--- config.mk ---
export PLATFORM = sky130hd
export DESIGN_NAME = spdif_frame_sequencer
export DESIGN_NICKNAME = d
export VERILOG_FILES = /design/src/rtl/spdif_frame_sequencer.sv
export SDC_FILE = /design/constraint.sdc
export NUM_CORES = 1
export LEC_CHECK = 0
export BUFFER_PORTS_ARGS = -buffer_cell sky130_fd_sc_hd__buf_2
export CAP_MARGIN = 30
export CORE_MARGIN = 4
export CORE_UTILIZATION = 40
export DETAILED_ROUTE_END_ITERATION = 7
export PLACE_DENSITY = 0.68
export SKIP_LAST_GASP = 1
export SYNTH_ARGS = -nofsm -noshare
export SYNTH_HDL_FRONTEND = slang
export SYNTH_SLANG_ARGS = --single-unit
--- constraint.sdc ---
create_clock -name pin_i2s_fclk -period 2.57 [get_ports pin_i2s_fclk]
set_input_delay 0.1285 -clock pin_i2s_fclk [delete_from_list [all_inputs] [get_ports pin_i2s_fclk]]
set_output_delay 0.1285 -clock pin_i2s_fclk [all_outputs]
set_load 0.01 [all_outputs]
--- src/rtl/spdif_frame_sequencer.sv ---
// spdif_frame_sequencer: frame-rate consumer of the stereo sample FIFO.
// Once per I2S frame it pops one stereo sample, presents registered audio
// words to the SPDIF transmitter, and generates validity, 192-frame block
// framing and the channel-status bit. It primes on a run of non-empty frames
// and rides through FIFO underruns.
//
// FIFO pop handshake: the FIFO is show-ahead, so fifo_empty=0 acts as "valid"
// for fifo_data_*. fifo_read_en is the "ready"/pop strobe; a word is consumed
// on a rising edge exactly when fifo_read_en=1 (which already implies
// fifo_empty=0), and that word is visible on data_* right after that edge.
module spdif_frame_sequencer #(
  parameter int unsigned PRIME_FRAMES  = 4,
  parameter logic        UNDERRUN_MUTE = 1'b1,
  parameter logic        COPY_PERMIT   = 1'b1,
  parameter logic [3:0]  WORDLEN_CODE  = 4'b1011
) (
  input  logic        pin_i2s_fclk,
  input  logic        rst,
  input  logic        enable,
  input  logic        fifo_empty,
  input  logic [31:0] fifo_data_left,
  input  logic [31:0] fifo_data_right,
  input  logic [3:0]  sample_rate_code,
  output logic        fifo_read_en,
  output logic [31:0] data_left,
  output logic [31:0] data_right,
  output logic        validity,
  output logic        block_start,
  output logic [7:0]  frame_index,
  output logic        cs_bit,
  output logic [7:0]  underrun_count,
  output logic        streaming,
  output logic [1:0]  dbg_state
);

  typedef enum logic [1:0] {
    IDLE     = 2'd0,
    PRIME    = 2'd1,
    RUN      = 2'd2,
    UNDERRUN = 2'd3
  } state_t;

  localparam logic [3:0] PRIME_TARGET = 4'(PRIME_FRAMES);

  state_t      r_state;
  logic [3:0]  r_prime_cnt;
  logic [31:0] r_data_left;
  logic [31:0] r_data_right;
  logic        r_validity;
  logic        r_block_start;
  logic [7:0]  r_frame_index;
  logic        r_cs_bit;
  logic [7:0]  r_underrun_count;
  logic [3:0]  r_shadow_rate;

  logic        w_streaming;
  logic        w_read_en;
  logic [7:0]  w_next_index;

  // Channel-status bit carried by the frame with index n.
  function automatic logic cs_for(input logic [7:0] n, input logic [3:0] rate);
    logic b;
    b = 1'b0;
    if (n == 8'd2)
      b = COPY_PERMIT;
    else if (n >= 8'd24 && n <= 8'd27)
      b = rate[n[1:0]];
    else if (n >= 8'd32 && n <= 8'd35)
      b = WORDLEN_CODE[n[1:0]];
    return b;
  endfunction

  assign w_streaming  = (r_state == RUN) || (r_state == UNDERRUN);
  // enable is folded in so that a falling enable suppresses the pop.
  assign w_read_en    = w_streaming && enable && !fifo_empty;
  assign w_next_index = (r_frame_index == 8'd191) ? 8'd0 : r_frame_index + 8'd1;

  // Frame sequencer FSM with all registered outputs.
  always_ff @(posedge pin_i2s_fclk) begin
    if (rst) begin
      r_state          <= IDLE;
      r_prime_cnt      <= 4'd0;
      r_data_left      <= 32'd0;
      r_data_right     <= 32'd0;
      r_validity       <= 1'b0;
      r_block_start    <= 1'b0;
      r_frame_index    <= 8'd0;
      r_cs_bit         <= 1'b0;
      r_underrun_count <= 8'd0;
      r_shadow_rate    <= 4'd0;
    end else if (!enable) begin
      // Disable looks like reset except the underrun statistic survives.
      r_state       <= IDLE;
      r_prime_cnt   <= 4'd0;
      r_data_left   <= 32'd0;
      r_data_right  <= 32'd0;
      r_validity    <= 1'b0;
      r_block_start <= 1'b0;
      r_frame_index <= 8'd0;
      r_cs_bit      <= 1'b0;
    end else begin
      case (r_state)
        IDLE: begin
          r_state     <= PRIME;
          r_prime_cnt <= 4'd0;
        end
        PRIME: begin
          if (fifo_empty) begin
            r_prime_cnt <= 4'd0;
          end else if (r_prime_cnt + 4'd1 == PRIME_TARGET) begin
            // Stream starts at the top of a fresh block.
            r_state       <= RUN;
            r_prime_cnt   <= 4'd0;
            r_frame_index <= 8'd0;
            r_block_start <= 1'b1;
            r_cs_bit      <= cs_for(8'd0, sample_rate_code);
            r_shadow_rate <= sample_rate_code;
          end else begin
            r_prime_cnt <= r_prime_cnt + 4'd1;
          end
        end
        default: begin
          // RUN / UNDERRUN: the block counter runs every frame regardless of data.
          r_frame_index <= w_next_index;
          r_block_start <= (w_next_index == 8'd0);
          r_cs_bit      <= cs_for(w_next_index, r_shadow_rate);
          if (w_next_index == 8'd0)
            r_shadow_rate <= sample_rate_code;
          if (fifo_empty) begin
            r_state    <= UNDERRUN;
            r_validity <= 1'b0;
            if (UNDERRUN_MUTE) begin
              r_data_left  <= 32'd0;
              r_data_right <= 32'd0;
            end
            if (r_underrun_count != 8'hFF)
              r_underrun_count <= r_underrun_count + 8'd1;
          end else begin
            r_state      <= RUN;
            r_data_left  <= fifo_data_left;
            r_data_right <= fifo_data_right;
            r_validity   <= 1'b1;
          end
        end
      endcase
    end
  end

  assign fifo_read_en   = w_read_en;
  assign data_left      = r_data_left;
  assign data_right     = r_data_right;
  assign validity       = r_validity;
  assign block_start    = r_block_start;
  assign frame_index    = r_frame_index;
  assign cs_bit         = r_cs_bit;
  assign underrun_count = r_underrun_count;
  assign streaming      = w_streaming;
  assign dbg_state      = r_state;

endmodule

==> out/qor.txt, run 1 <==
status = completed
critical path's slowest cell = dfxtp_1
CP arrival = 2.34 ns
routability congestion estimate = 0.895
Clock Tree Buf Depth = 2
Critical Path RT = 2.78 ns
largest net degree at the start of global routing = 64
CTS Sinks = 93
Synth warnings = 0
CP peak stage delay = 0.42 ns
FMAX = 469 MHz
die width = 109 microns
Post-synth top cells = nor2_1 (99), dfxtp_1 (93), a21oi_1 (71), nor2b_1 (61), clkbuf_1 (24)
initial antenna violation count = 0
power per cell area = 441 nW/um^2
Final TNS setup = 0 ns
ys async rst share = 0%
Worst setup SP type = flip-flop
commonest register cell after synthesis = dfxtp_1
Setup violations, final = 0
TritonCTS clock tree = done
MaxCap Viol Count = 0
Synth area leader = dfxtp_1
Top delay family on crit path = compound AO/OA/AOI/OAI gates
met3 WL post-DR = 744 microns
postcts setup bufs = 0
top-count cell post-synth = nor2_1
critical path cell sequence = ha_1, nor2b_1, a21oi_1, o22ai_1, a31oi_2, a22oi_1, nor2_1
grt total ovfl = 0
P_leak = 0.00253 uW
Slew headroom = 54.6%
Yosys reg bits = 93
Post-Place Cells = 742
Avg Synthesized Cell Area = 8.47 sq um
CP Buf/Inv Count = 0
H-tree depth = 3
vias = 4093
CP Max Fanout = 10
Port-buffer cells = 158
synth top area cells = dfxtp_1 (46%), nor2b_1 (9.4%), nor2_1 (9.2%)
Final Hold Fails = 0
Post-synth EDFFs = 0
Synth Cell Area = 4060 sq um
Vias/cell = 5.04
met2 wire length = 5.84 mm
vias in the first global route = 4011
io pins = 159
row count = 36
Mapped Cells = 479
unrepaired setup endpoints after global routing = false
GRT Total Usage = 19.9%
final cycle utilization of the critical path = 83.0%
Clk Tree Root Cell = clkbuf_8
Final ANT Viol Nets = 0
area share of the largest cell type after synthesis = 45.9%
Non-Filler Instances = 812
TritonCTS Buffers = 9
Initial DRT Pass Iterations = 5
share of cells above drive strength 1 = 28.0%
DRT iter0 DRCs = 203
Max Clock Skew = 0.0131 ns
global-route wire length before repair = 19.0 mm
wire per inst = 14.5 microns
core area = 9820 sq um
hpwl dp = 7.66 mm
M1 WL = 4.94 mm
Skew-Pair Late Insertion Delay = 0.36 ns
CTS clk-pin slew, worst paths = 0.09 ns
IR drop worst, VDD = 0.312 mV
Slew Viols, Final = 0
die area = 11800 sq um
Min Clock Period, post-route = 2.13 ns
hold slack = 0.0168 ns
Post-Route WL = 11.8 mm
sequential share of the synthesized area = 45.9%
CP endpoint kind = flip-flop
Critical Setup Path Class = flip-flop to flip-flop
worst min-delay path class = input port to flip-flop
Die Ht = 109 microns
Worst-Margin Slew = 0.681 ns
starting density of the core = 41.3%
antenna diode count = 0
Synth-to-Final Area Change = 38.6%
Post-Synthesis Net Count = 558
Unique masters post-synth = 53
top sig layer = met4
Nets = 754
DRC Markers = 0
==> cells in the final DEF (no fill, tap or decap), types with 9 or more instances in the layout <==
cell / count
a21oi_1: 71
xor2_1: 9
a22oi_1: 9
buf_2: 158
clkbuf_8: 10
dfxtp_1: 92
nor2_1: 98
dlygate4sd3_1: 55
nand2_1: 14
nor2b_1: 61
==> metrics by stage <==
step | setup WS, ns | area (sq um) | total power [uW] | utilization [%]
after global routing | 0.286 | 5620 | 2580 | 57.3
after global placement | 0.573 | 4910 | 1570 | 50.0
after CTS | 0.484 | 5620 | 2510 | 57.3
final | 0.438 | 5620 | 2480 | 57.3
after floorplan | 0.587 | 4060 | 1500 | -
after detailed placement | 0.511 | 4910 | 1570 | 50.0
==> state kept, by name (all words and copies together) (netlist names), 2 cells and up <==
| register | flops |
|---|---|
| r_prime_cnt | 4 |
| data_left | 32 |
| data_right | 32 |
| frame_index | 8 |
| underrun_count | 8 |
| r_shadow_rate | 4 |
| dbg_state | 2 |
==> timing repair <==
action | in CTS | in global routing
endpoints found under the hold margin | 55 | 0
resized for setup | 0 | 0
hold buffers | 55 | 0
==> routing by layer <==
layer | vias to the layer above | GRT usage, %
met1 | 1908 | 24.7
met3 | 28 | 5.09
li1 | 2007 | -
met5 | - | 0
met2 | 150 | 33.1
met4 | 0 | 7.66
==> power breakdown <==
part / leakage, uW / switching, uW / internal (uW)
clock: 0.0000812 / 509 / 370
sequential: 0.000749 / 0.932 / 1440
combinational: 0.00170 / 60.4 / 99.4
total: 0.00253 / 570 / 1910
==> cell type report <==
class,count,area (sq um)
fillers,914,4200
multi-input cells,350,2030
flip-flops and latches,93,1860
repair buffers,218,1390
well taps,133,166
clock buffers,11,141
clock inverters,4,25.0
inverters,3,11.3
==> worst min-delay path, cell delays in order <==
cell and delay [ns]:
buf_2 0.08, a21oi_1 0.05, nor2_1 0.08
==> path summary, 6_finish.rpt <==
kind,end,cells past startpoint,from,slack [ns]
setup / recovery,frame_index[3],7,r_prime_cnt[0],0.44
setup reg to reg,frame_index[3],7,r_prime_cnt[0],0.44
hold / removal,data_left[1],3,fifo_data_left[1],0.02
hold reg to reg,data_left[28],2,data_left[28],0.48
==> cell families after synthesis <==
kind of cell             after synthesis  synth area share [%]
AO/OA/AOI/OAI                        109                  16.5
XOR/XNOR                              12                  2.59
adder cells (fa/ha/maj)                7                  2.16
buffers and inverters                 36                  4.47
flip-flops                            93                  45.9
multiplexers                           7                  2.07
AND/OR/NAND/NOR                      215                  26.3
No activity file was read; power rests on OpenSTA's default activity.
==> run 2: changes to the inputs <==
--- a/config.mk
+++ b/config.mk
@@ -5,12 +5,13 @@
 export SDC_FILE = /design/constraint.sdc
 export NUM_CORES = 1
 export LEC_CHECK = 0
+export ABC_AREA = 1
 export BUFFER_PORTS_ARGS = -buffer_cell sky130_fd_sc_hd__buf_2
 export CAP_MARGIN = 30
 export CORE_MARGIN = 4
 export CORE_UTILIZATION = 40
 export DETAILED_ROUTE_END_ITERATION = 7
-export PLACE_DENSITY = 0.68
+export PLACE_DENSITY = 0.71
 export SKIP_LAST_GASP = 1
 export SYNTH_ARGS = -nofsm -noshare
 export SYNTH_HDL_FRONTEND = slang
==> constraint.sdc (replaced) <==
create_clock -name pin_i2s_fclk -period 1.95 [get_ports pin_i2s_fclk]
set_input_delay 0.0975 -clock pin_i2s_fclk [delete_from_list [all_inputs] [get_ports pin_i2s_fclk]]
set_output_delay 0.0975 -clock pin_i2s_fclk [all_outputs]
set_load 0.01 [all_outputs]
==> run 2 against run 1 <==
  * Global-route usage is 0.54 points higher
  * Critical path type is now flip-flop to output pin
  * Largest cell class is now registers
  * Sequential share of layout area is 0.29 points higher
  * Highest routed layer unchanged
  * Count of clock-buffer cells in the layout is 1 lower
  * Clock skew is 0.0028 ns lower
  * Final cell count is 5.7% higher
  * Wire length is 0.47% higher
  * Clock power is 40% higher
  * Critical path depth is 3 lower
  * Synthesized cell count is 8.6% higher
==> out/qor.txt, run 2 <==
status = completed
WHS Endpoint = data_right[27]
FMAX = 562 MHz
Slew Viols, Final = 0 (unchanged)
Top delay family on crit path = buffers and inverters
DRT iter0 DRCs = 175 (-14%)
CP arrival = 1.68 ns (-0.66 ns)
RR Endpoint = r_shadow_rate[0]
Slew headroom = 56.1% (+1.5 points)
CP peak stage delay = 0.47 ns (+0.05 ns)
share of cells above drive strength 1 = 28.9% (+0.96 points)
die width = 107 microns (-2.0%)
Clock Tree Buf Depth = 2 (unchanged)
worst min-delay path class = input port to flip-flop
Hold Path Depth = 3 (unchanged)
Mapped Cells = 520 (+8.6%)
power per cell area = 603 nW/um^2 (+37%)
Clk Tree Root Cell = clkbuf_8
unrepaired setup endpoints after global routing = false
Synth-to-Final Area Change = 43.6%
CP Buf/Inv Count = 2 (+2)
grt total ovfl = 0 (unchanged)
FF+latch area = 1860 sq um (unchanged)
CTS clk-pin slew, worst paths = 0.09 ns (about the same)
ys async rst share = 0% (unchanged)
starting density of the core = 41.6% (+0.30 points)
Vias/cell = 4.95 (-1.7%)
CP Max Fanout = 80 (+70)
HP Start = fifo_data_right[27]
Min Clock Period, post-route = 1.78 ns
critical path's slowest cell = buf_6
Yosys reg bits = 93 (unchanged)
Post-Synthesis Net Count = 599 (+7.3%)
area share of the largest cell type after synthesis = 47.9% (+2.1 points)
reg2reg path depth = 11 (+4)
die area = 11300 sq um (-4.0%)
Skew-Pair Late Insertion Delay = 0.35 ns (about the same)
Fillers = 843 (-7.8%)
routability congestion estimate = 0.887 (-0.87%)
Nets = 803 (+6.5%)
critical path cell sequence = buf_6, nand2_1, nor2_1, buf_2
Critical Setup Path Class = flip-flop to output pin
Post-synth EDFFs = 0 (unchanged)
Final ANT Viol Nets = 0 (unchanged)
Synth Cell Area = 3880 sq um (-4.3%)
Initial DRT Pass Iterations = 7 (+2)
Post-synth top cells = nand2_1 (126), dfxtp_1 (93), a21oi_1 (84), nand3_1 (84), inv_1 (27)
largest net degree at the start of global routing = 81 (+27%)
Port-buffer cells = 158 (unchanged)
TritonCTS Buffers = 9 (unchanged)
DRC Markers = 0 (unchanged)
core area = 9330 sq um (-5.0%)
Final Hold Fails = 0 (unchanged)
io pins = 159 (unchanged)
Avg Synthesized Cell Area = 7.47 sq um (-12%)
Reg2Reg Setup Slack = 0.18 ns (-0.26 ns)
P_leak = 0.00245 uW (-3.2%)
Synth warnings = 0 (unchanged)
TritonCTS clock tree = done
vias in the first global route = 4164 (+3.8%)
Worst setup SP type = flip-flop
antenna diode count = 0 (unchanged)
top-count cell post-synth = nand2_1
Critical Path RT = 1.85 ns (-0.93 ns)
most frequent cells in the layout = buf_2 (158), nand2_1 (126), dfxtp_1 (92)
RR Startpoint = frame_index[1]
hpwl dp = 7.69 mm (+0.29%)
Max Clock Skew = 0.0103 ns (-0.00280 ns)
commonest register cell after synthesis = dfxtp_1
initial antenna violation count = 0 (unchanged)
Finished Cell Area = 5580 sq um (-0.87%)
Final TNS setup = 0 ns (unchanged)
Die Ht = 107 microns (-2.0%)
GRT Total Usage = 20.4% (+0.54 points)
placed inst area = 4780 sq um (-2.7%)
multi-input gate area in the final layout = 1780 sq um (-12%)
Post-Place Cells = 782 (+5.4%)
sequential share of the synthesized area = 47.9% (+2.1 points)
Setup violations, final = 0 (unchanged)
MaxCap Viol Count = 0 (unchanged)
CTS Sinks = 93 (unchanged)
CP endpoint kind = output pin
final cycle utilization of the critical path = 91.3%
row count = 35 (-2.8%)
Worst-Margin Slew = 0.659 ns (-0.0222 ns)
Unique masters post-synth = 36 (-32%)
H-tree depth = 3 (unchanged)
global-route wire length before repair = 19.1 mm (+0.40%)
most common cell after layout, fill and taps aside = buf_2
synth top area cells = dfxtp_1 (48%), nand2_1 (12%), a21oi_1 (11%)
Synth area leader = dfxtp_1
Post-Route WL = 11.9 mm (+0.47%)
wire per inst = 13.8 microns (-4.9%)
Non-Filler Instances = 858 (+5.7%)
vias = 4250 (+3.8%)
IR drop worst, VDD = 0.481 mV (+54%)
run 2: changes by cell type after synthesis, moves of 6 or more:
cell / previous run / this run
xor2_1: 9 / 3
nand2_1: 14 / 126
nor2_1: 99 / 19
a21oi_1: 71 / 84
inv_1: 3 / 27
a22oi_1: 9 / 0
nand3_1: 8 / 84
nor2b_1: 61 / 0
nor2_2: 0 / 6
run 2: area by class of cell:
class                      instances  area share [%]
sequential                        93            33.4
multi-input combinational        361            31.9
timing repair buffer             226            26.1
tap                              129            2.89
clock buffer                      10            2.47
inverter                          33            2.22
clock inverter                     6           0.943
run 2: worst max path at each step:
| stage | endpoint | depth (start not counted) | from | slack, ns |
|---|---|---|---|---|
| global placement | r_shadow_rate[3] | 12 | frame_index[0] | 0.22 |
| floorplan | r_shadow_rate[0] | 11 | frame_index[0] | 0.24 |
| detailed placement | r_shadow_rate[3] | 12 | frame_index[1] | 0.12 |
| finish | fifo_read_en | 4 | dbg_state[1] | 0.17 |
| global route | r_shadow_rate[0] | 13 | frame_index[1] | 0.01 |
| CTS | r_shadow_rate[3] | 12 | frame_index[1] | 0.11 |
run 2: report_power, final:
part / total [uW] / internal [uW] / switching [uW]
Combinational: 233 / 136 / 97.5
Sequential: 1900 / 1900 / 1.28
Clock: 1230 / 519 / 711
run 2: worst min-delay path: stages:
cell	delay, ns
buf_2	0.10
nand3_1	0.07
a21oi_1	0.06
run 2: stage by stage:
stage | hold WS [ns] | utilization, % | setup slack, ns | total power, uW
2_1_floorplan | 0.167 | - | 0.240 | 2000
3_3_place_gp | 0.326 | 51.2 | 0.222 | 2090
6_report | 0.0242 | 59.8 | 0.170 | 3360
4_1_cts | 0.00000983 | 59.2 | 0.112 | 3410
3_5_place_dp | 0.332 | 51.2 | 0.120 | 2090
5_1_grt | 0.00594 | 59.8 | 0.0136 | 3490
run 2: cells by family after synthesis:
kind of cell             share of synthesized area [%]
flip-flops                                        47.9
AO/OA/AOI/OAI                                     12.6
AND/OR/NAND/NOR                                   29.5
adder cells (fa/ha/maj)                           2.26
buffers and inverters                             6.64
XOR/XNOR                                          1.13
run 2: layer usage:
metal / share of wire (%) / track usage, %
met5: 0 / 0
met4: 0.74 / 4.84
met3: 6.7 / 6.56
met2: 52 / 37.2
met1: 41 / 23.1
run 2: repair_timing:
action,in CTS,in global routing
gates resized for setup,1,3
pin swaps,0,1
endpoints found under the hold margin,56,1
setup endpoints to repair,1,4
setup buffers,0,4
hold buffers,55,1
==> run 3: changes to the inputs <==
--- a/config.mk
+++ b/config.mk
@@ -11,6 +11,7 @@
 export CORE_MARGIN = 4
 export CORE_UTILIZATION = 40
 export DETAILED_ROUTE_END_ITERATION = 7
+export MAX_ROUTING_LAYER = met4
 export PLACE_DENSITY = 0.71
 export SKIP_LAST_GASP = 1
 export SYNTH_ARGS = -nofsm -noshare
==> run 3 against run 2 <==
  * Highest routed layer unchanged
  * Setup slack improved by 0.025 ns
  * Critical path depth increased by 8
  * Worst hold slack worse by 0.0041 ns
  * Final cell count shrank 0.47%
  * Sequential power about the same
  * Flip-flop and latch count unchanged
  * Power is 2.6% higher
  * Via count is 0.28% lower
  * Combinational power hardly changed
  * Critical endpoint is now r_shadow_rate[1]
  * Clock skew up 0.0035 ns
==> out/qor.txt, run 3 (synthesized netlist as in run 2, its figures left out) <==
io pins = 159 (unchanged)
Top delay family on crit path = simple AND/OR/NAND/NOR gates
power per cell area = 620 nW/um^2 (+2.8%)
placed inst area = 4780 sq um (unchanged)
CP peak stage delay = 0.35 ns (-0.12 ns)
Nets = 799 (-0.50%)
IR drop worst, VDD = 0.370 mV (-23%)
antenna diode count = 0 (unchanged)
FF+latch area = 1860 sq um (about the same)
Critical Setup Path Class = flip-flop to flip-flop
Finished Cell Area = 5560 sq um (-0.22%)
Setup violations, final = 0 (unchanged)
most frequent cells in the layout = buf_2 (158), nand2_1 (126), dfxtp_1 (91)
Non-Filler Instances = 854 (-0.47%)
Skew-Pair Late Insertion Delay = 0.35 ns (about the same)
core area = 9330 sq um (unchanged)
Slew Viols, Final = 0 (unchanged)
Fillers = 853 (+1.2%)
critical path's slowest cell = dfxtp_1
Worst-Margin Slew = 0.677 ns (+0.0185 ns)
grt total ovfl = 0 (unchanged)
Max Clock Skew = 0.0138 ns (+0.00352 ns)
Clk Tree Root Cell = clkbuf_8
TritonCTS clock tree = done
Final ANT Viol Nets = 0 (unchanged)
Critical Path RT = 2.19 ns (+0.34 ns)
Vias/cell = 4.96 (+0.18%)
H-tree depth = 3 (unchanged)
DRT iter0 DRCs = 195 (+11%)
Final Hold Fails = 0 (unchanged)
Clock Tree Buf Depth = 2 (unchanged)
MaxCap Viol Count = 0 (unchanged)
Worst setup SP type = flip-flop
multi-input gate area in the final layout = 1780 sq um (unchanged)
Die Ht = 107 microns (unchanged)
P_leak = 0.00245 uW (-0.13%)
Port-buffer cells = 158 (unchanged)
routability congestion estimate = 0.899 (+1.4%)
CP arrival = 1.99 ns (+0.31 ns)
GRT Total Usage = 20.8% (+0.33 points)
vias in the first global route = 4046 (-2.8%)
cell internal pwr = 2670 uW (+4.6%)
postcts setup bufs = 0 (unchanged)
most common cell after layout, fill and taps aside = buf_2
FMAX = 570 MHz (+1.5%)
CTS clk-pin slew, worst paths = 0.09 ns (about the same)
die width = 107 microns (unchanged)
CP Max Fanout = 13 (-84%)
initial antenna violation count = 0 (unchanged)
DRC Markers = 0 (unchanged)
Post-Route WL = 11.6 mm (-2.5%)
Slew headroom = 54.9% (-1.2 points)
worst min-delay path class = input port to flip-flop
final cycle utilization of the critical path = 90.0% (-1.3 points)
largest net degree at the start of global routing = 77 (-4.9%)
TritonCTS Buffers = 9 (unchanged)
vias = 4238 (-0.28%)
starting density of the core = 41.6% (unchanged)
unrepaired setup endpoints after global routing = true
global-route wire length before repair = 19.0 mm (-0.47%)
Initial DRT Pass Iterations = 7 (unchanged)
CP endpoint kind = flip-flop
sequential share of power = 55.1% (-1.4 points)
CTS Sinks = 93 (unchanged)
Clk network pwr share = 38.2% (+1.6 points)
Min Clock Period, post-route = 1.75 ns (-0.0255 ns)
Synth-to-Final Area Change = 43.2%
wire per inst = 13.5 microns (-2.1%)
logic gate share of total power = 6.7% (-0.2 points)
status = completed
critical path cell sequence = ha_1, nand2_2, nor2_4, nand2_4, nand3_2, nand2_1, nor2_2, nand2_1, nand2_2, nand2_4, nor2_1, nor2_2
hpwl dp = 7.42 mm (-3.4%)
Switch Pwr = 779 uW (-3.8%)
die area = 11300 sq um (unchanged)
share of cells above drive strength 1 = 28.7% (-0.25 points)
Sw Share = 22.6% (-1.5 points)
row count = 35 (unchanged)
Post-Place Cells = 782 (unchanged)
CP Buf/Inv Count = 0 (-2)
## run 3: changes by cell type in the layout (fill, tap and decap cells not counted)
cell,delta
clkinv_2,+1
dfxtp_2,+1
clkinvlp_4,-1
buf_4,-4
inv_8,-1
dfxtp_1,-1
bufinv_16,+1
## run 3: power by group through the flow
stage	sequential [uW]	clock, uW	combinational [uW]
6_report	1900	1320	232
4_1_cts	1900	1390	226
5_1_grt	1900	1460	254
3_3_place_gp	1940	0	139
2_1_floorplan	1950	0	50.7
3_5_place_dp	1940	0	141
## run 3: timing repair
action	CTS	global route
endpoints found under the setup margin	0	5
gates resized for setup	0	5
endpoints found under the hold margin	56	1
hold buffers	55	1
## run 3: final cells by class
type / count / share of cell area, %
sequential: 93 / 33.5
multi-input combinational: 361 / 32.0
timing repair buffer: 222 / 25.7
tap: 129 / 2.90
clock buffer: 10 / 2.47
inverter: 33 / 2.23
clock inverter: 6 / 1.24
## run 3: per-stage QoR
step	util, %	setup slack, ns	hold slack, ns	TNS (ns)	power, uW
2_1_floorplan	-	0.240	0.167	0	2000
3_3_place_gp	51.2	0.220	0.327	0	2080
3_5_place_dp	51.2	0.149	0.330	0	2090
4_1_cts	59.3	0.0855	0.000542	0	3510
5_1_grt	59.6	-0.0111	0.00307	-0.0111	3610
6_report	59.6	0.196	0.0201	0	3450
## run 3: routing by layer
| metal | track usage [%] | part of all wire [%] | vias up |
|---|---|---|---|
| met5 | - | 0 | - |
| met4 | 6.48 | 1.2 | 0 |
| met3 | 4.01 | 4.8 | 18 |
| met2 | 34.8 | 51 | 140 |
| met1 | 25.4 | 43 | 1967 |
| li1 | - | - | 2113 |
## run 3: worst min-delay path, delay by kind of cell
family / cells / cell delay [ns]
AND/OR/NAND/NOR: 1 / 0.07
AO/OA/AOI/OAI: 1 / 0.06
buffers and inverters: 1 / 0.10
## run 3: worst paths after layout
path | start | end | slack (ns) | depth (start not counted)
worst max-delay path | frame_index[1] | r_shadow_rate[1] | 0.20 | 12
worst max register to register | frame_index[1] | r_shadow_rate[1] | 0.20 | 12
worst min register to register | data_left[7] | data_left[7] | 0.46 | 2
worst min-delay path | fifo_data_left[27] | data_left[27] | 0.02 | 3
